--- config.mk ---
export PLATFORM = sky130hd
export DESIGN_NAME = full_subtractor_flat
export DESIGN_NICKNAME = d
export VERILOG_FILES = /design/src/rtl/full_subtractor_if.sv /design/src/rtl/full_subtractor.sv /design/src/flat_wrapper.sv
export SDC_FILE = /design/constraint.sdc
export NUM_CORES = 1
export LEC_CHECK = 0
export ABC_AREA = 0
export CAP_MARGIN = 30
export CORE_AREA = 5 5 42 44
export DETAILED_ROUTE_END_ITERATION = 8
export DIE_AREA = 0 0 47 49
export PLACE_DENSITY_LB_ADDON = 0.25
export REMOVE_ABC_BUFFERS = 1
export SYNTH_ARGS = -nofsm -noshare
export SYNTH_HDL_FRONTEND = slang
export SYNTH_SLANG_ARGS = --single-unit
--- constraint.sdc ---
create_clock -name clk -period 1.5 [get_ports clk]
set_clock_uncertainty 0.1 [all_clocks]
set_input_delay 0.375 -clock clk [delete_from_list [all_inputs] [get_ports clk]]
set_output_delay 0.375 -clock clk [all_outputs]
set_load 0.005 [all_outputs]
--- src/rtl/full_subtractor_if.sv ---
// Operand, result and valid signals of the subtractor.
// master drives operands, slave returns results.
interface full_subtractor_if #(
  parameter int WIDTH = 1
);
  logic [WIDTH-1:0] a;
  logic [WIDTH-1:0] b;
  logic             cin;
  logic             in_valid;
  logic [WIDTH-1:0] diff;
  logic             brf;
  logic [WIDTH-1:0] diff_q;
  logic             brf_q;
  logic             out_valid;

  modport master (
    output a, b, cin, in_valid,
    input  diff, brf, diff_q, brf_q, out_valid
  );

  modport slave (
    input  a, b, cin, in_valid,
    output diff, brf, diff_q, brf_q, out_valid
  );
endinterface

--- src/rtl/full_subtractor.sv ---
// Ripple-borrow subtractor a - b - cin with a combinational
// result and a one-cycle registered copy qualified by in_valid.
module full_subtractor #(
  parameter int WIDTH = 1
) (
  input logic              clk,
  input logic              rst,
  full_subtractor_if.slave bus
);

  logic [WIDTH:0]   bw;
  logic [WIDTH-1:0] d;
  logic [WIDTH-1:0] diff_r;
  logic             brf_r;
  logic             vld_r;

  // borrow ripples from cin at the LSB up to the MSB
  always_comb begin
    bw    = '0;
    d     = '0;
    bw[0] = bus.cin;
    for (int i = 0; i < WIDTH; i++) begin
      d[i]    = bus.a[i] ^ bus.b[i] ^ bw[i];
      bw[i+1] = (~bus.a[i] & bus.b[i])
              | (~(bus.a[i] ^ bus.b[i]) & bw[i]);
    end
  end

  assign bus.diff = d;
  assign bus.brf  = bw[WIDTH];

  // capture result on valid input, otherwise hold
  always_ff @(posedge clk or posedge rst) begin
    if (rst) begin
      diff_r <= '0;
      brf_r  <= 1'b0;
      vld_r  <= 1'b0;
    end else begin
      vld_r <= bus.in_valid;
      if (bus.in_valid) begin
        diff_r <= d;
        brf_r  <= bw[WIDTH];
      end
    end
  end

  assign bus.diff_q    = diff_r;
  assign bus.brf_q     = brf_r;
  assign bus.out_valid = vld_r;

endmodule

--- src/flat_wrapper.sv ---
// flat-port wrapper written by rule: the top's interface ports become plain ports
module full_subtractor_flat 
#(
  parameter int WIDTH = 1
)
  (clk, rst, bus_a, bus_b, bus_cin, bus_in_valid, bus_diff, bus_brf, bus_diff_q, bus_brf_q, bus_out_valid);
  full_subtractor_if #(.WIDTH(WIDTH)) bus_i ();
  input logic clk;
  input logic rst;
  input wire logic [$bits(bus_i.a)-1:0] bus_a;
  input wire logic [$bits(bus_i.b)-1:0] bus_b;
  input wire logic [$bits(bus_i.cin)-1:0] bus_cin;
  input wire logic [$bits(bus_i.in_valid)-1:0] bus_in_valid;
  output wire logic [$bits(bus_i.diff)-1:0] bus_diff;
  output wire logic [$bits(bus_i.brf)-1:0] bus_brf;
  output wire logic [$bits(bus_i.diff_q)-1:0] bus_diff_q;
  output wire logic [$bits(bus_i.brf_q)-1:0] bus_brf_q;
  output wire logic [$bits(bus_i.out_valid)-1:0] bus_out_valid;
  assign bus_i.a = bus_a;
  assign bus_i.b = bus_b;
  assign bus_i.cin = bus_cin;
  assign bus_i.in_valid = bus_in_valid;
  assign bus_diff = bus_i.diff;
  assign bus_brf = bus_i.brf;
  assign bus_diff_q = bus_i.diff_q;
  assign bus_brf_q = bus_i.brf_q;
  assign bus_out_valid = bus_i.out_valid;
  full_subtractor #(.WIDTH(WIDTH)) u_core (.clk(clk), .rst(rst), .bus(bus_i));
endmodule
# ---- Word-level counts from Yosys, hierarchy flattened
# Cells that the tools add are included.
dict set report totals {
  register_bits 3
  latchBits 0
  ram_bits 0
  rom_bits 0
  in_bits 6
  output_inout_bits 5
  memories 0
}
dict set report classes {
  addsub 0
  mul 0
  div_mod_pow 0
  n_lt_le_gt_ge 0
  eq_ne 0
  shifts 0
  n_mux 0
  n_bitwise 7
  n_reduce_logical 0
}
# cell count
set op_table {}
lappend op_table {{1-bit AND} 2}
lappend op_table {{1-bit NOT} 2}
lappend op_table {{1-bit bitwise XOR} 2}
lappend op_table {{1-bit OR} 1}

# ---- Logic depth before layout (Yosys ltp)
# Gate-level depths: netlist of the first run.
dict set report depth {
  depth_word 4
  ltp_mapped 3
}

# ---- Least setup slack after synthesis of the first run
# No wires, ideal clock.
dict set report synth_timing {
  path_type {in2out}
  startpoint {in bus_b}
  endpoint {out bus_diff}
  arrival_time_ps 967
  required_ps 1025
  setup_slack_ps 58
  stages 2
  path_buffers 0
  cell_sequence {inv_1 > fa_1}
}
dict set report synth_between {
  elab_chain_cells 2
}
# element line
set synth_rtl {}
lappend synth_rtl {{start, declared} flat_wrapper.sv:11} ;# input wire logic [$bits(bus_i.b)-1:0] bus_b;
lappend synth_rtl {{1-bit bitwise XOR (2 in a row)} full_subtractor.sv:23} ;# d[i] = bus.a[i] ^ bus.b[i] ^ bw[i];
lappend synth_rtl {{end, declared} flat_wrapper.sv:14} ;# output wire logic [$bits(bus_i.diff)-1:0] bus_diff;
# Every way passes these cells.

# ---- Worst setup path in the final report of the first run
dict set report layout_timing {
  startpoint {in bus_a}
  endpoint {out bus_diff}
}
dict set report layout_between {
  elab_chain_cells 2
}
# element line
set layout_rtl {}
lappend layout_rtl {{start, declared} flat_wrapper.sv:10} ;# input wire logic [$bits(bus_i.a)-1:0] bus_a;
lappend layout_rtl {{1-bit bitwise XOR (2 in a row)} full_subtractor.sv:23}
# Every way passes these cells.

==> results of run 1 <==
==> critical path, delay by kind of cell <==
family | cells | cell delay [ns]
adders and majority gates | 1 | 0.58
buffers and inverters | 2 | 0.19
==> placed cells by master (no fill, tap or decap) <==
master,synthesis,layout
a21oi_1,1,1
inv_1,4,2
dlygate4sd2_1,0,3
mux2_4,1,1
buf_2,0,2
clkdlybuf4s50_1,0,2
buf_6,0,3
dfrtp_1,3,3
inv_2,0,2
clkbuf_1,0,1
fa_2,0,1
clkbuf_4,0,3
nor2_1,1,1
buf_4,0,5
==> metal layers <==
layer	vias up	track usage	part of all wire
li1	68	-	-
met1	62	0.0356	0.37
met2	13	0.0498	0.35
met3	2	0.0406	0.24
met4	0	0.0553	0.039
met5	-	0	0
==> kinds of logic after synthesis <==
kind of cell               Yosys count
muxes                                1
buffers and inverters                4
and+or+nand+nor                      1
adders and majority gates            1
DFF                                  3
AOI/OAI and AO/OA                    1
==> worst min-delay path by stage <==
| stage | slack, ns | depth (start not counted) | endpoint | start |
|---|---|---|---|---|
| after floorplan | 0.03 | 1 | u_core.bus.brf_q | rst |
| after global placement | 0.40 | 1 | u_core.bus.diff_q | u_core.bus.diff_q |
| after detailed placement | 0.41 | 2 | u_core.bus.brf_q | u_core.bus.brf_q |
| after CTS | 0.22 | 2 | u_core.bus.brf_q | rst |
| after global routing | 0.24 | 2 | u_core.bus.diff_q | rst |
| final | 0.22 | 2 | u_core.bus.diff_q | rst |
==> sequential cells by signal (all words and copies together) (netlist names) <==
register              cells
u_core.bus.brf_q          1
u_core.bus.diff_q         1
u_core.bus.out_valid      1
==> cell type report <==
| cell class | instances | area [sq um] |
|---|---|---|
| Clock buffer | 4 | 26.3 |
| Multi-Input combinational cell | 4 | 46.3 |
| Inverter | 4 | 15.0 |
| Timing Repair Buffer | 15 | 128 |
| Tap cell | 16 | 20.0 |
| Fill cell | 169 | 1090 |
| Sequential cell | 3 | 75.1 |
==> where the power goes <==
part	internal, mW	total (mW)	switching [mW]
clock	0.0996	0.141	0.0409
combinational	0.0596	0.0864	0.0267
sequential	0.0910	0.0949	0.00383
total	0.250	0.322	0.0714
==> what timing repair did <==
item / CTS / global route
pin swaps: 1 / 1
setup endpoints to repair: 7 / 2
setup buffers: 3 / 0
gates resized for setup: 26 / 1
==> through the flow <==
stage	cell area [sq um]	setup WS [ns]	instances	utilization	setup TNS, ns
2_1_floorplan	134	0.0580	11	-	0
3_3_place_gp	269	-0.916	39	0.192	-2.34
3_5_place_dp	269	-0.942	39	0.192	-2.44
4_1_cts	304	-0.118	46	0.217	-0.118
5_1_grt	310	-0.134	46	0.221	-0.134
6_report	310	-0.117	46	0.221	-0.117
==> flow_summary_export.csv, run 1 <==
group,metric,value,unit
status,status,"complete, but fails checks",
status,violations,"setup timing",
critical_path,timing.rr.end,"u_core.bus.diff_q",
detailed_routing,vias_per_cell,3.15,
finish,layout.nets,38,
yosys,synth_top_cell_area_share,0.561,
clock_tree,clk_pin_slew,0.04,ns
yosys,async_flop_share,1.00,
timing,setup_ws,-0.117,ns
timing,setup_violations,1,
detailed_routing,via_count,145,
hold_path,hp-class,"in2async",
floorplanning,initial_core_util,0.0955,
yosys,synthesis.area,134,sq um
clock_tree,cts_num_sinks,3,
critical_path,worstPathMaxFanout,2,
global_route,grt_use_total,0.0431,
timing,slew_viol_final,0,
timing,relSlewSlack,0.921,
yosys,synthTopCellsByArea,"dfrtp_1 56%, fa_1 15%, inv_1 11%",
critical_path,crit_chain,"buf_6 > fa_2 > buf_6",
placed_design,portBuffers,10,
yosys,ys_ff_latch,3,
critical_path,rr_worst_depth,2,
timing,fmax,0.619,GHz
clock_tree,htreeDepth,1,
yosys,synthCells,11,
yosys,synth.most_common_cell,"inv_1",
power_and_ir_drop,peakVddDrop,0.000241,V
detailed_routing,drc,0,
floorplanning,ios,11,
floorplanning,coreArea,1400,sq um
critical_path,critPathRequiredTime,1.02,ns
detailed_routing,detail_route.wl_per_cell,8.37,microns
timing,hold_slack,0.219,ns
yosys,synth_top_family_by_area,"adder cells",
clock_tree,hold_buffers,0,
yosys,yosysTopAreaCell,"dfrtp_1",
run,drv_cap,0,
floorplanning,dieWidth,47,microns
floorplanning,rows,14,
power_and_ir_drop,pwr_density_cell,1040,nW/um^2
finish,syn2layout_area_growth,132,%
yosys,synth_compound_area_frac,0.0374,
yosys,seq_area_frac_synth,0.561,
finish,drive_gt1_frac,0.567,
yosys,synthMuxAreaShare,0.112,
critical_path,worst_ep_arrival_time,1.14,ns
critical_path,crit_type,"in2out",
timing,layout_min_cycle_time,1.62,ns
yosys,synth_common_cells,"4 x inv_1, 3 x dfrtp_1",
global_route,grt_pass1_vias,170,
detailed_routing,routed_wl,385,microns
critical_path,max_stage_delay,0.58,ns
timing,hold_viol_final,0,
clock_tree,insertion_delay,0.23,ns
yosys,synth-warning-count,0,
timing,fin_crit_sh,1.08,
global_route,antenna_found_initial,0,
yosys,synthSimpleGateAreaFrac,0.0280,
placed_design,place_congestion,0.655,
yosys,synth_fa_ha_area_frac,0.150,
critical_path,endpoint_kind,"primary output",
power_and_ir_drop,power,0.322,mW
global_route,grt_pass1_wl,593,microns
critical_path,startpoint,"bus_a",
critical_path,r2r_start,"u_core.bus.diff_q",
yosys,synth_edf_count,0,
clock_tree,cts_tree,"yes",
power_and_ir_drop,p_leak,0.160,nW
yosys,synth_area_per_cell,12.2,sq um
critical_path,slowest_stage,"fa_2",
critical_path,start_kind,"input port",
detailed_routing,final_antenna_net_count,0,
yosys,ys_types,6,
detailed_routing,drt_iter0_drc,1,
global_route,overflow,0,
timing,timing_worst_slew_pin_value,0.119,ns
global_route,grt_start_max_net_pins,4,
clock_tree,cts_max_path_buffers,2,
critical_path,r2r_slack,0.53,ns
clock_tree,cts.root.buffer_cell,"clkbuf_4",
yosys,synthXorXnorAreaFrac,0,
finish,n_antenna_cell,0,
clock_tree,numCtsBuffers,3,
critical_path,cp_common_cell,"buf_6",
yosys,ys.flop_type,"dfrtp_1",
floorplanning,dieArea,2300,sq um
critical_path,cp-endpoint,"bus_diff",
floorplanning,die_h,49,microns
detailed_routing,dr.pass1.iters,2,
timing,rsz0062_at_grt,"yes",
Note: power is estimated with default switching activity, not from simulation.
==> inputs of run 2 (changes only) <==
- CAP_MARGIN: 30 -> 15
- GPL_ROUTABILITY_DRIVEN: unset -> 1
- PLACE_DENSITY: unset -> 0.42
- PLACE_DENSITY_LB_ADDON: 0.25 -> unset
==> flow_summary_export.csv, run 2 (synthesis gave the netlist of run 1 again) <==
group,metric,value,unit
detailed_routing,detail_route.wl_per_cell,8.28,microns
timing,timing_worst_slew_pin_value,0.115,ns
status,status,"complete, but fails checks",
critical_path,crit_chain,"buf_6 > fa_2 > buf_6",
run,drv_cap,0,
detailed_routing,drc,0,
floorplanning,coreArea,1400,sq um
clock_tree,cts.root.buffer_cell,"clkbuf_4",
critical_path,worstPathMaxFanout,2,
timing,relSlewSlack,0.923,
clock_tree,post_cts_buffers,0,
timing,slew_viol_final,0,
floorplanning,initial_core_util,0.0955,
finish,layout_commonest_cell,"buf_6",
finish,stdcell_area,294,sq um
detailed_routing,drt_iter0_drc,2,
critical_path,rr_worst_depth,1,
global_route,grt_start_max_net_pins,4,
critical_path,start_kind,"input port",
critical_path,critPathRequiredTime,1.02,ns
critical_path,cp_common_cell,"buf_6",
finish,fillers,160,
timing,rsz0062_at_grt,"yes",
critical_path,endpoint_kind,"primary output",
finish,final_core_util,0.210,
clock_tree,numCtsBuffers,3,
detailed_routing,wl_met2,107,microns
floorplanning,dieWidth,47,microns
floorplanning,rows,14,
finish,layout.nets,35,
critical_path,crit_type,"in2out",
critical_path,slowest_stage,"fa_2",
placed_design,hpwl,298,microns
detailed_routing,final_antenna_net_count,0,
detailed_routing,wl_met1,148,microns
critical_path,crit_cells,3,
power_and_ir_drop,p_leak,0.147,nW
finish,n_antenna_cell,0,
clock_tree,cts_tree,"yes",
clock_tree,cts_max_path_buffers,2,
global_route,overflow,0,
floorplanning,ios,11,
floorplanning,die_h,49,microns
critical_path,worst_ep_arrival_time,1.15,ns
detailed_routing,vias_per_cell,2.84,
status,violations,"setup timing",
global_route,grt_pass1_wl,524,microns
floorplanning,dieArea,2300,sq um
critical_path,max_stage_delay,0.58,ns
clock_tree,insertion_delay,0.23,ns
critical_path,r2r_slack,0.65,ns
global_route,antenna_found_initial,0,
detailed_routing,routed_wl,356,microns
timing,hold_viol_final,0,
timing,fmax,0.617,GHz
global_route,grt_pass1_vias,129,
clock_tree,htreeDepth,1,
placed_design,portBuffers,10,
detailed_routing,highest_layer,"met3",
power_and_ir_drop,peakVddDrop,0.000303,V
placed_design,place_area,269,sq um
detailed_routing,via_count,122,
critical_path,critPathTopFamily,"adder cells",
timing,setup_violations,1,
timing,fin_crit_sh,1.08,
timing,setup_ws,-0.121,ns
clock_tree,cts_num_sinks,3,
placed_design,place_congestion,0.652,
critical_path,worst-path-buf-inv,2,
finish,drive_gt1_frac,0.519,
timing,layout_min_cycle_time,1.62,ns
clock_tree,clk_pin_slew,0.04,ns
detailed_routing,dr.pass1.iters,2,
power_and_ir_drop,pwr_density_cell,1040,nW/um^2
global_route,grt_use_total,0.0388,
finish,mostFrequentLayoutCells,"4 x buf_6, 3 x clkbuf_4, 3 x dlygate4sd2_1, 3 x dfrtp_1",
finish,syn2layout_area_growth,120,%
detailed_routing,dr_wl_met3,99,microns
hold_path,hp-class,"in2async",
[run 2: layer usage]
metal / GRT usage / vias to the layer above
li1: - / 65
met1: 0.0355 / 46
met2: 0.0339 / 11
met3: 0.0554 / 0
met4: 0.0415 / 0
met5: 0 / -
[run 2: what timing repair did]
action / in CTS / in global routing
pin swaps: 1 / 1
resized for setup: 25 / 3
setup endpoints to repair: 7 / 2
hold buffers: 0 / 0
[run 2: per-stage QoR]
step                power [mW]  instances  setup slack (ns)  TNS [ns]  hold slack (ns)
finish                   0.307         43            -0.121    -0.121            0.213
global route             0.326         43            -0.137    -0.148            0.223
detailed placement       0.174         39            -0.931     -2.44            0.414
global placement         0.172         39            -0.922     -2.34            0.400
floorplan                0.118         11            0.0580         0           0.0286
CTS                      0.306         43            -0.129    -0.129            0.209
[run 2: cell type report]
| cell class | instances | area, sq um | area share |
|---|---|---|---|
| Sequential cell | 3 | 75.1 | 0.255 |
| Inverter | 4 | 15.0 | 0.0511 |
| Multi-Input combinational cell | 4 | 46.3 | 0.157 |
| Tap cell | 16 | 20.0 | 0.0681 |
| Clock buffer | 4 | 26.3 | 0.0894 |
| Timing Repair Buffer | 12 | 111 | 0.379 |
[run 2: worst paths after layout]
kind / from / to
max: bus_a / bus_diff
min reg2reg: u_core.bus.diff_q / u_core.bus.diff_q
min in group clk: u_core.bus.diff_q / u_core.bus.diff_q
max in group asynchronous: rst / u_core.bus.diff_q
max reg2reg: u_core.bus.diff_q / u_core.bus.diff_q
min: rst / u_core.bus.out_valid
[run 2: power by group]
part           leakage, nW  total, mW  internal, mW  switching [mW]
sequential          0.0345     0.0958        0.0911         0.00472
clock               0.0150      0.139        0.0996          0.0396
combinational       0.0979     0.0720        0.0488          0.0231
